===== config.mk =====
export PLATFORM = sky130hd
export DESIGN_NAME = mem_arbiter
export DESIGN_NICKNAME = d
export VERILOG_FILES = /design/src/rtl/mem_arbiter.sv
export SDC_FILE = /design/constraint.sdc
export NUM_CORES = 1
export LEC_CHECK = 0
export ABC_AREA = 0
export CORE_MARGIN = 4
export CORE_UTILIZATION = 40
export CTS_CLUSTER_SIZE = 8
export DETAILED_ROUTE_END_ITERATION = 6
export GPL_ROUTABILITY_DRIVEN = 0
export GPL_TIMING_DRIVEN = 0
export HOLD_SLACK_MARGIN = 0.03
export PLACE_DENSITY = 0.84
export SLEW_MARGIN = 15
export SYNTH_ARGS = -nofsm -noshare
export SYNTH_HDL_FRONTEND = slang
export SYNTH_SLANG_ARGS = --single-unit
export TNS_END_PERCENT = 50

===== constraint.sdc =====
create_clock -name clk -period 2.05 [get_ports clk]
set_input_delay 0.41 -clock clk [delete_from_list [all_inputs] [get_ports clk]]
set_output_delay 0.41 -clock clk [all_outputs]
set_load 0.02 [all_outputs]

===== src/rtl/mem_arbiter.sv =====
// mem_arbiter: shares one single-port memory between the CPU fetch port and the data port.
// Define IFETCH_BUF_EN to add a one-entry fetch buffer that serves repeated fetches without a bus access.
module mem_arbiter #(
   parameter int          MODE_W   = 2,
   parameter int          TIMEOUT  = 16,
   parameter logic [31:0] ERR_DATA = 32'h0000_0000
) (
   input  logic              clk,
   input  logic              rstN,
   input  logic              iReq,
   input  logic [31:0]       iAddr,
   output logic              iValid,
   output logic [31:0]       iRdata,
   input  logic              dReq,
   input  logic              dWrite,
   input  logic [31:0]       dAddr,
   input  logic [31:0]       dWdata,
   input  logic [MODE_W-1:0] dMode,
   output logic              dValid,
   output logic [31:0]       dRdata,
   output logic              stall,
   output logic              mReq,
   output logic              mWrite,
   output logic [31:0]       mAddr,
   output logic [31:0]       mWdata,
   output logic [MODE_W-1:0] mMode,
   input  logic              mAck,
   input  logic [31:0]       mRdata,
   output logic              busErr
);

   localparam logic [1:0]        ST_IDLE   = 2'd0;
   localparam logic [1:0]        ST_DATA   = 2'd1;
   localparam logic [1:0]        ST_INST   = 2'd2;
   localparam logic [MODE_W-1:0] MODE_WORD = MODE_W'(2'b10);
   localparam int                WD_W      = (TIMEOUT > 1) ? $clog2(TIMEOUT + 1) : 1;
   localparam logic [WD_W-1:0]   WD_LAST   = (TIMEOUT > 0) ? WD_W'(TIMEOUT - 1) : {WD_W{1'b0}};
   localparam logic              WD_EN     = (TIMEOUT > 0) ? 1'b1 : 1'b0;

   logic [1:0]        state_q,     state_d;
   logic              last_inst_q, last_inst_d;
   logic [WD_W-1:0]   wd_q,        wd_d;
   logic              m_req_q,     m_req_d;
   logic              m_write_q,   m_write_d;
   logic [31:0]       m_addr_q,    m_addr_d;
   logic [31:0]       m_wdata_q,   m_wdata_d;
   logic [MODE_W-1:0] m_mode_q,    m_mode_d;
   logic              i_valid_q,   i_valid_d;
   logic              d_valid_q,   d_valid_d;
   logic [31:0]       i_rdata_q,   i_rdata_d;
   logic [31:0]       d_rdata_q,   d_rdata_d;
   logic              bus_err_q,   bus_err_d;
`ifdef IFETCH_BUF_EN
   logic [31:0]       buf_tag_q,   buf_tag_d;
   logic [31:0]       buf_data_q,  buf_data_d;
   logic              buf_vld_q,   buf_vld_d;
`endif

   logic i_pend_s, d_pend_s, grant_d_s, grant_i_s, hit_s, ack_s, timeout_s;

   // A port's own request is ignored while its completion pulse is showing.
   assign i_pend_s  = iReq & ~i_valid_q;
   assign d_pend_s  = dReq & ~d_valid_q;
   assign grant_d_s = d_pend_s & (~i_pend_s | last_inst_q);
   assign grant_i_s = i_pend_s & (~d_pend_s | ~last_inst_q);
   assign ack_s     = m_req_q & mAck;
   assign timeout_s = WD_EN & m_req_q & ~mAck & (wd_q == WD_LAST);
`ifdef IFETCH_BUF_EN
   assign hit_s     = grant_i_s & buf_vld_q & (iAddr == buf_tag_q);
`else
   assign hit_s     = 1'b0;
`endif

   assign stall  = i_pend_s | d_pend_s;
   assign iValid = i_valid_q;
   assign iRdata = i_rdata_q;
   assign dValid = d_valid_q;
   assign dRdata = d_rdata_q;
   assign mReq   = m_req_q;
   assign mWrite = m_write_q;
   assign mAddr  = m_addr_q;
   assign mWdata = m_wdata_q;
   assign mMode  = m_mode_q;
   assign busErr = bus_err_q;

   // State and datapath registers.
   always_ff @(posedge clk or negedge rstN) begin
      if (!rstN) begin
         state_q     <= ST_IDLE;
         last_inst_q <= 1'b1;
         wd_q        <= {WD_W{1'b0}};
         m_req_q     <= 1'b0;
         m_write_q   <= 1'b0;
         m_addr_q    <= 32'h0;
         m_wdata_q   <= 32'h0;
         m_mode_q    <= {MODE_W{1'b0}};
         i_valid_q   <= 1'b0;
         d_valid_q   <= 1'b0;
         i_rdata_q   <= 32'h0;
         d_rdata_q   <= 32'h0;
         bus_err_q   <= 1'b0;
`ifdef IFETCH_BUF_EN
         buf_tag_q   <= 32'h0;
         buf_data_q  <= 32'h0;
         buf_vld_q   <= 1'b0;
`endif
      end else begin
         state_q     <= state_d;
         last_inst_q <= last_inst_d;
         wd_q        <= wd_d;
         m_req_q     <= m_req_d;
         m_write_q   <= m_write_d;
         m_addr_q    <= m_addr_d;
         m_wdata_q   <= m_wdata_d;
         m_mode_q    <= m_mode_d;
         i_valid_q   <= i_valid_d;
         d_valid_q   <= d_valid_d;
         i_rdata_q   <= i_rdata_d;
         d_rdata_q   <= d_rdata_d;
         bus_err_q   <= bus_err_d;
`ifdef IFETCH_BUF_EN
         buf_tag_q   <= buf_tag_d;
         buf_data_q  <= buf_data_d;
         buf_vld_q   <= buf_vld_d;
`endif
      end
   end

   // Next-state logic; a busy state with mReq already dropped is the post-timeout cycle.
   always_comb begin
      state_d = state_q;
      case (state_q)
         ST_IDLE: begin
            if (grant_d_s) begin
               state_d = ST_DATA;
            end else if (grant_i_s && !hit_s) begin
               state_d = ST_INST;
            end else begin
               state_d = ST_IDLE;
            end
         end
         ST_DATA, ST_INST: begin
            if (ack_s || !m_req_q) begin
               state_d = ST_IDLE;
            end else begin
               state_d = state_q;
            end
         end
         default: state_d = ST_IDLE;
      endcase
   end

   // Bus sequencing, completion pulses, read-data capture and watchdog.
   always_comb begin
      last_inst_d = last_inst_q;
      wd_d        = wd_q;
      m_req_d     = m_req_q;
      m_write_d   = m_write_q;
      m_addr_d    = m_addr_q;
      m_wdata_d   = m_wdata_q;
      m_mode_d    = m_mode_q;
      i_valid_d   = 1'b0;
      d_valid_d   = 1'b0;
      i_rdata_d   = i_rdata_q;
      d_rdata_d   = d_rdata_q;
      bus_err_d   = 1'b0;
`ifdef IFETCH_BUF_EN
      buf_tag_d   = buf_tag_q;
      buf_data_d  = buf_data_q;
      buf_vld_d   = buf_vld_q;
`endif
      case (state_q)
         ST_IDLE: begin
            if (grant_d_s) begin
               m_req_d   = 1'b1;
               m_write_d = dWrite;
               m_addr_d  = dAddr;
               m_wdata_d = dWdata;
               m_mode_d  = dMode;
               wd_d      = {WD_W{1'b0}};
`ifdef IFETCH_BUF_EN
               if (dWrite && buf_vld_q && (dAddr[31:2] == buf_tag_q[31:2])) begin
                  buf_vld_d = 1'b0;
               end else begin
                  buf_vld_d = buf_vld_q;
               end
`endif
            end
`ifdef IFETCH_BUF_EN
            else if (hit_s) begin
               i_valid_d = 1'b1;
               i_rdata_d = buf_data_q;
            end
`endif
            else if (grant_i_s) begin
               m_req_d   = 1'b1;
               m_write_d = 1'b0;
               m_addr_d  = iAddr;
               m_wdata_d = 32'h0;
               m_mode_d  = MODE_WORD;
               wd_d      = {WD_W{1'b0}};
            end else begin
               m_req_d   = 1'b0;
            end
         end
         ST_DATA, ST_INST: begin
            if (!m_req_q) begin
               last_inst_d = (state_q == ST_INST);
               if (state_q == ST_INST) begin
                  i_valid_d = 1'b1;
                  i_rdata_d = ERR_DATA;
               end else begin
                  d_valid_d = 1'b1;
                  d_rdata_d = ERR_DATA;
               end
            end else if (mAck) begin
               m_req_d     = 1'b0;
               last_inst_d = (state_q == ST_INST);
               if (state_q == ST_INST) begin
                  i_valid_d  = 1'b1;
                  i_rdata_d  = mRdata;
`ifdef IFETCH_BUF_EN
                  buf_tag_d  = m_addr_q;
                  buf_data_d = mRdata;
                  buf_vld_d  = 1'b1;
`endif
               end else begin
                  d_valid_d = 1'b1;
                  d_rdata_d = m_write_q ? 32'h0 : mRdata;
               end
            end else if (timeout_s) begin
               m_req_d   = 1'b0;
               bus_err_d = 1'b1;
            end else begin
               wd_d = WD_EN ? (wd_q + WD_W'(1)) : wd_q;
            end
         end
         default: m_req_d = 1'b0;
      endcase
   end

endmodule

## Word level (Yosys, flattened, before mapping)

Index checks and enable logic that the tools add are counted.
Widths: inputs -> output; s select.

| word-level totals | value |
|---|---|
| bits in registers | 143 |
| input port bits | 136 |
| output and inout port bits | 136 |
| logic and storage cells | 98 |

| cells by class | value |
|---|---|
| add/subtract/negate cells | 1 |
| equality and inequality tests | 9 |
| muxes and demuxes | 47 |
| bitwise operators | 17 |
| reduce and logical (&&, ||, !) cells | 11 |

Operators with widths:

| cell | count |
|---|---|
| $mux 32 | 13 |
| $mux 5 | 5 |
| $mux 1 | 21 |
| $mux 2 | 5 |
| $ne 2x2->1 const B | 5 |
| $pmux 5 s2 | 1 |
| $and 1x1->1 | 7 |
| $not 1->1 | 7 |
| $reduce_and 3->1 | 2 |
| $add 5x1->5 const B | 1 |
| $eq 5x4->1 const B | 1 |
| $reduce_and 5->1 | 1 |
| $pmux 2 s2 | 1 |
| $reduce_and 2->1 | 2 |
| $reduce_bool 2->1 | 2 |
| $ne 3x3->1 const B | 1 |
| $or 1x1->1 | 3 |
| $eq 2x1->1 const B | 1 |
| $eq 2x2->1 const B | 1 |
| $logic_not 2->1 | 1 |
| $pmux 1 s2 | 1 |
| $reduce_or 2->1 | 1 |
| $logic_not 1->1 | 1 |
| $logic_or 1x1->1 | 1 |

## Depth between registers and ports, before layout

| logic depth | value |
|---|---|
| depth after elaboration | 8 |
| mapped depth | 9 |
| mapped depth without buffers | 7 |

## Worst setup path before layout

No wires, ideal clock.

| path | value |
|---|---|
| path kind | register -> register |
| start point | register wd_q[0] |
| end point | register wd_q[3] |
| setup time | 122 ps |
| arrival | 1736 ps |
| required time | 1928 ps |
| setup slack | 192 ps |
| stages on the path, launching flop included | 8 |
| buffers on the path | 0 |
| period minus slack after synthesis | 1858 ps |
| cells stage by stage | dfrtp_1 > ha_1 > and3_1 > ha_1 > nand4bb_1 > a32oi_2 > nand2_1 > a32o_1 |

| between the ends | value |
|---|---|
| longest elaborated chain between the ends | 5 |
| elaborated cells between the ends (all ways) | 9 |
| classes of those cells | 1 x add/sub; 2 x eq/ne; 4 x mux; 1 x bitwise; 1 x reduce/logical |

Ends and longest elaborated chain:

| what | line | source |
|---|---|---|
| start: declaration | 42 | `logic [WD_W-1:0] wd_q, wd_d;` |
| start signal: assignment | 91 | `wd_q <= {WD_W{1'b0}};` |
| start signal: assignment | 110 | `wd_q <= wd_d;` |
| $add 5x1->5 | 235 | `wd_d = WD_EN ? (wd_q + WD_W'(1)) : wd_q;` |
| $mux 5 | 231 | `end else if (timeout_s) begin` |
| $mux 5 | 216 | `end else if (mAck) begin` |
| $mux 5 | 207 | `if (!m_req_q) begin` |
| $pmux 5 s2 | 172 | `case (state_q)` |

Parallel ways exist; a longest one is shown, timed or not. The select of a mux whose other input is x is not followed.
A chain may end at the register's enable or synchronous reset.

## Worst setup path after layout

Same ends and word-level chain as after synthesis.

==> qor.yml <==
ios: 272
drt_iter0_drc: 181
syn_avg_cell_area_um2: 11.1
dp.final_hpwl_mm: 14.0
synth_top_area_share_pct: 60.4
final_max_slew_viol_count: 0
dr.pass1.iters: 4
register_area_um2: 3580
antenna_left: 0
fp.dieW_um: 129
drive_gt1_share_pct: 10.4
grt.overflow.total: 0
n_fill_cell: 1136
postLayoutSetupSlackWorst_ps: 113
maxCapViolCount: 0
end_kind: "register"
fin_skew_ps: 8.81
p_int_uw: 9460
hold_ws_ps: 473
timing.fmax_ghz: 0.516
p_leak_uw: 0.00430
core_um2: 14500
power_frac_clock_pct: 20.9
worstPathCellList: "ha_2, and3_1, ha_1, nand4bb_4, a32oi_4, nand2_1, a32o_1"
yosys_warnings: 0
grt_pass1_wl_mm: 28.9
worst_slew_pin_slew_ps: 775
clock-sinks: 143
critPathArrivalTime_ps: 2240
numPortBuffers: 271
routedWlPerCell_um: 18.4
pre_cts_ws_ps: -230
yosys.cell_types.count: 31
clk_pin_slew_worst_paths_ps: 60
hold_violations: 0
antenna_found_initial: 0
via_per_inst: 5.09
setup_viol: 0
ys.flop_type: "dfrtp_1"
cts_tree: "built"
syn_to_final_growth_pct: 62.9
vias: 5193
ys_top_cells_by_area: "dfrtp_1, nand2_1, o21ai_0"
worstSetupStartpointType: "register"
crit_type: "register to register"
worstPathRequired_ps: 2350
die_h_um: 129
status: "finished clean"
root_buffer: "clkbuf_16"
grt_start_max_net_pins: 79
finalPower_uw: 15600
drc: 0
async_reset_ff_share_pct: 100
cp_top_family: "simple AND/OR/NAND/NOR gates"
multi_input_area_um2: 2120
start_util_pct: 40.6
antenna_cells: 0
synth_most_common_cell: "dfrtp_1"
min_path_type: "register to register"
relSlewSlack_pct: 48.4
cpMaxStageDelayCell: "dfrtp_1"
synth-edff-count: 0
path_max_fanout: 7
synth_cells: 528
placementRows: 44
h-tree-depth: 4
ys_seq_area_share_pct: 60.8
clockBufferDepth: 2
ir_worst_vdd_v: 0.000892
yosys-top-cells-count: "dfrtp_1, nand2_1, o21ai_0, a22o_1, mux2i_1"
crit_path_max_incr_delay_ps: 400
ys_ff_latch: 143
synth_nets: 669
power_density_nw_per_um2: 1630
grt_pass1_vias: 5437
critPathBufInv: 0
seqPwrFrac_pct: 29.7
min_period_ps: 1940
synth_area_um2: 5880
nNetsFinal: 964
switchingPower_uw: 6150
dieArea_um2: 16700
yosysTopAreaCell: "dfrtp_1"
gr-usage-all-layers_pct: 22.3
period_share_pct: 94.5
p_sw_share_pct: 39.4
wirelength_mm: 18.8
clock_latency_ps: 410
numCtsBuffers: 17
power_frac_comb_pct: 49.4
## sequential cells by signal, summed over array words and instances (netlist names)
name	count
mReq	1
last_inst_q	1
mWdata	32
dValid	1
state_q	2
iRdata	32
wd_q	5
mWrite	1
dRdata	32
busErr	1
mAddr	32
mMode	2
iValid	1
## stage by stage
step                      std cells  util, %  cell area (µm²)  TNS (ps)
after floorplan                 528        -             5880         0
after global placement          983     61.0             8830   -747690
after detailed placement        984     61.2             8860    -10550
after CTS                      1017     65.7             9520         0
after global routing           1020     66.2             9580    -0.797
final                          1020     66.2             9580         0
## worst paths after layout
| path | endpoint | depth (start not counted) | slack, ps | start |
|---|---|---|---|---|
| max | wd_q[3] | 7 | 110 | wd_q[0] |
| max in group asynchronous | last_inst_q | 3 | 750 | rstN |
| min in group asynchronous | dRdata[12] | 2 | 550 | rstN |
| min reg2reg | dRdata[7] | 2 | 470 | dRdata[7] |
| max reg2reg | wd_q[3] | 7 | 110 | wd_q[0] |
| min | dRdata[7] | 2 | 470 | dRdata[7] |
## tightest hold or removal path, delay by kind of cell, from the launching register on
kind	cells	cell delay, ps
AND/OR/NAND/NOR	1	50
flip-flops	1	340
AO/OA/AOI/OAI	1	50
## logic make-up after synthesis
| kind of cell | after synthesis | share of synthesized area (%) |
|---|---|---|
| simple gates | 156 | 10.9 |
| compound gates | 143 | 17.5 |
| flops | 143 | 60.8 |
| buf+inv | 48 | 4.04 |
| mux | 33 | 5.61 |
| fa+ha+maj | 5 | 1.06 |
## placed cells by master, fill, tap and decap left out, types with 3 or more instances in the layout
cell / synthesis / layout
a22o_1: 34 / 34
bufinv_16: 0 / 3
clkbuf_8: 0 / 4
nand2b_1: 4 / 4
o21ai_0: 70 / 69
clkbuf_1: 16 / 16
nand2_1: 136 / 136
inv_1: 8 / 7
and3_1: 3 / 3
clkdlybuf4s50_1: 0 / 269
clkbuf_16: 0 / 17
dfrtp_1: 142 / 142
buf_2: 16 / 14
mux2i_1: 33 / 33
o31ai_1: 15 / 15
inv_6: 0 / 3
buf_4: 4 / 7
ha_1: 5 / 3
o31ai_2: 17 / 17
buf_6: 3 / 5
a21oi_1: 3 / 3
## routing by layer
metal | GRT usage [%] | up-vias | share of wire, %
li1 | - | 2428 | -
met2 | 38.7 | 232 | 49
met3 | 10.2 | 25 | 12
met1 | 24.7 | 2508 | 37
met4 | 6.24 | 0 | 1.4
met5 | 0 | - | 0
## area by class of cell
| class | count | area share, % |
|---|---|---|
| buffer | 40 | 2.26 |
| clock inverter | 11 | 1.58 |
| sequential | 143 | 37.3 |
| multi-input combinational | 337 | 22.1 |
| inverter | 8 | 0.313 |
| timing repair buffer | 276 | 29.0 |
| clock buffer | 21 | 5.01 |
| tap | 184 | 2.40 |
## power by group through the flow
stage          clock [µW]  combinational, µW  sequential (µW)
3_5_place_dp            0               7530             4660
4_1_cts              3330               7620             4640
2_1_floorplan           0               2590             5980
3_3_place_gp            0               7430             4610
6_report             3270               7700             4640
5_1_grt              3460               8300             4770
## repair_timing
item	4_1_cts	5_1_grt
hold buffers	1	0
endpoints found under the setup margin	23	36
buffers inserted	0	3
endpoints found under the hold margin	77	0
resized for setup	4	11
pin swaps	0	1
Power figures use the tool's default switching activity.
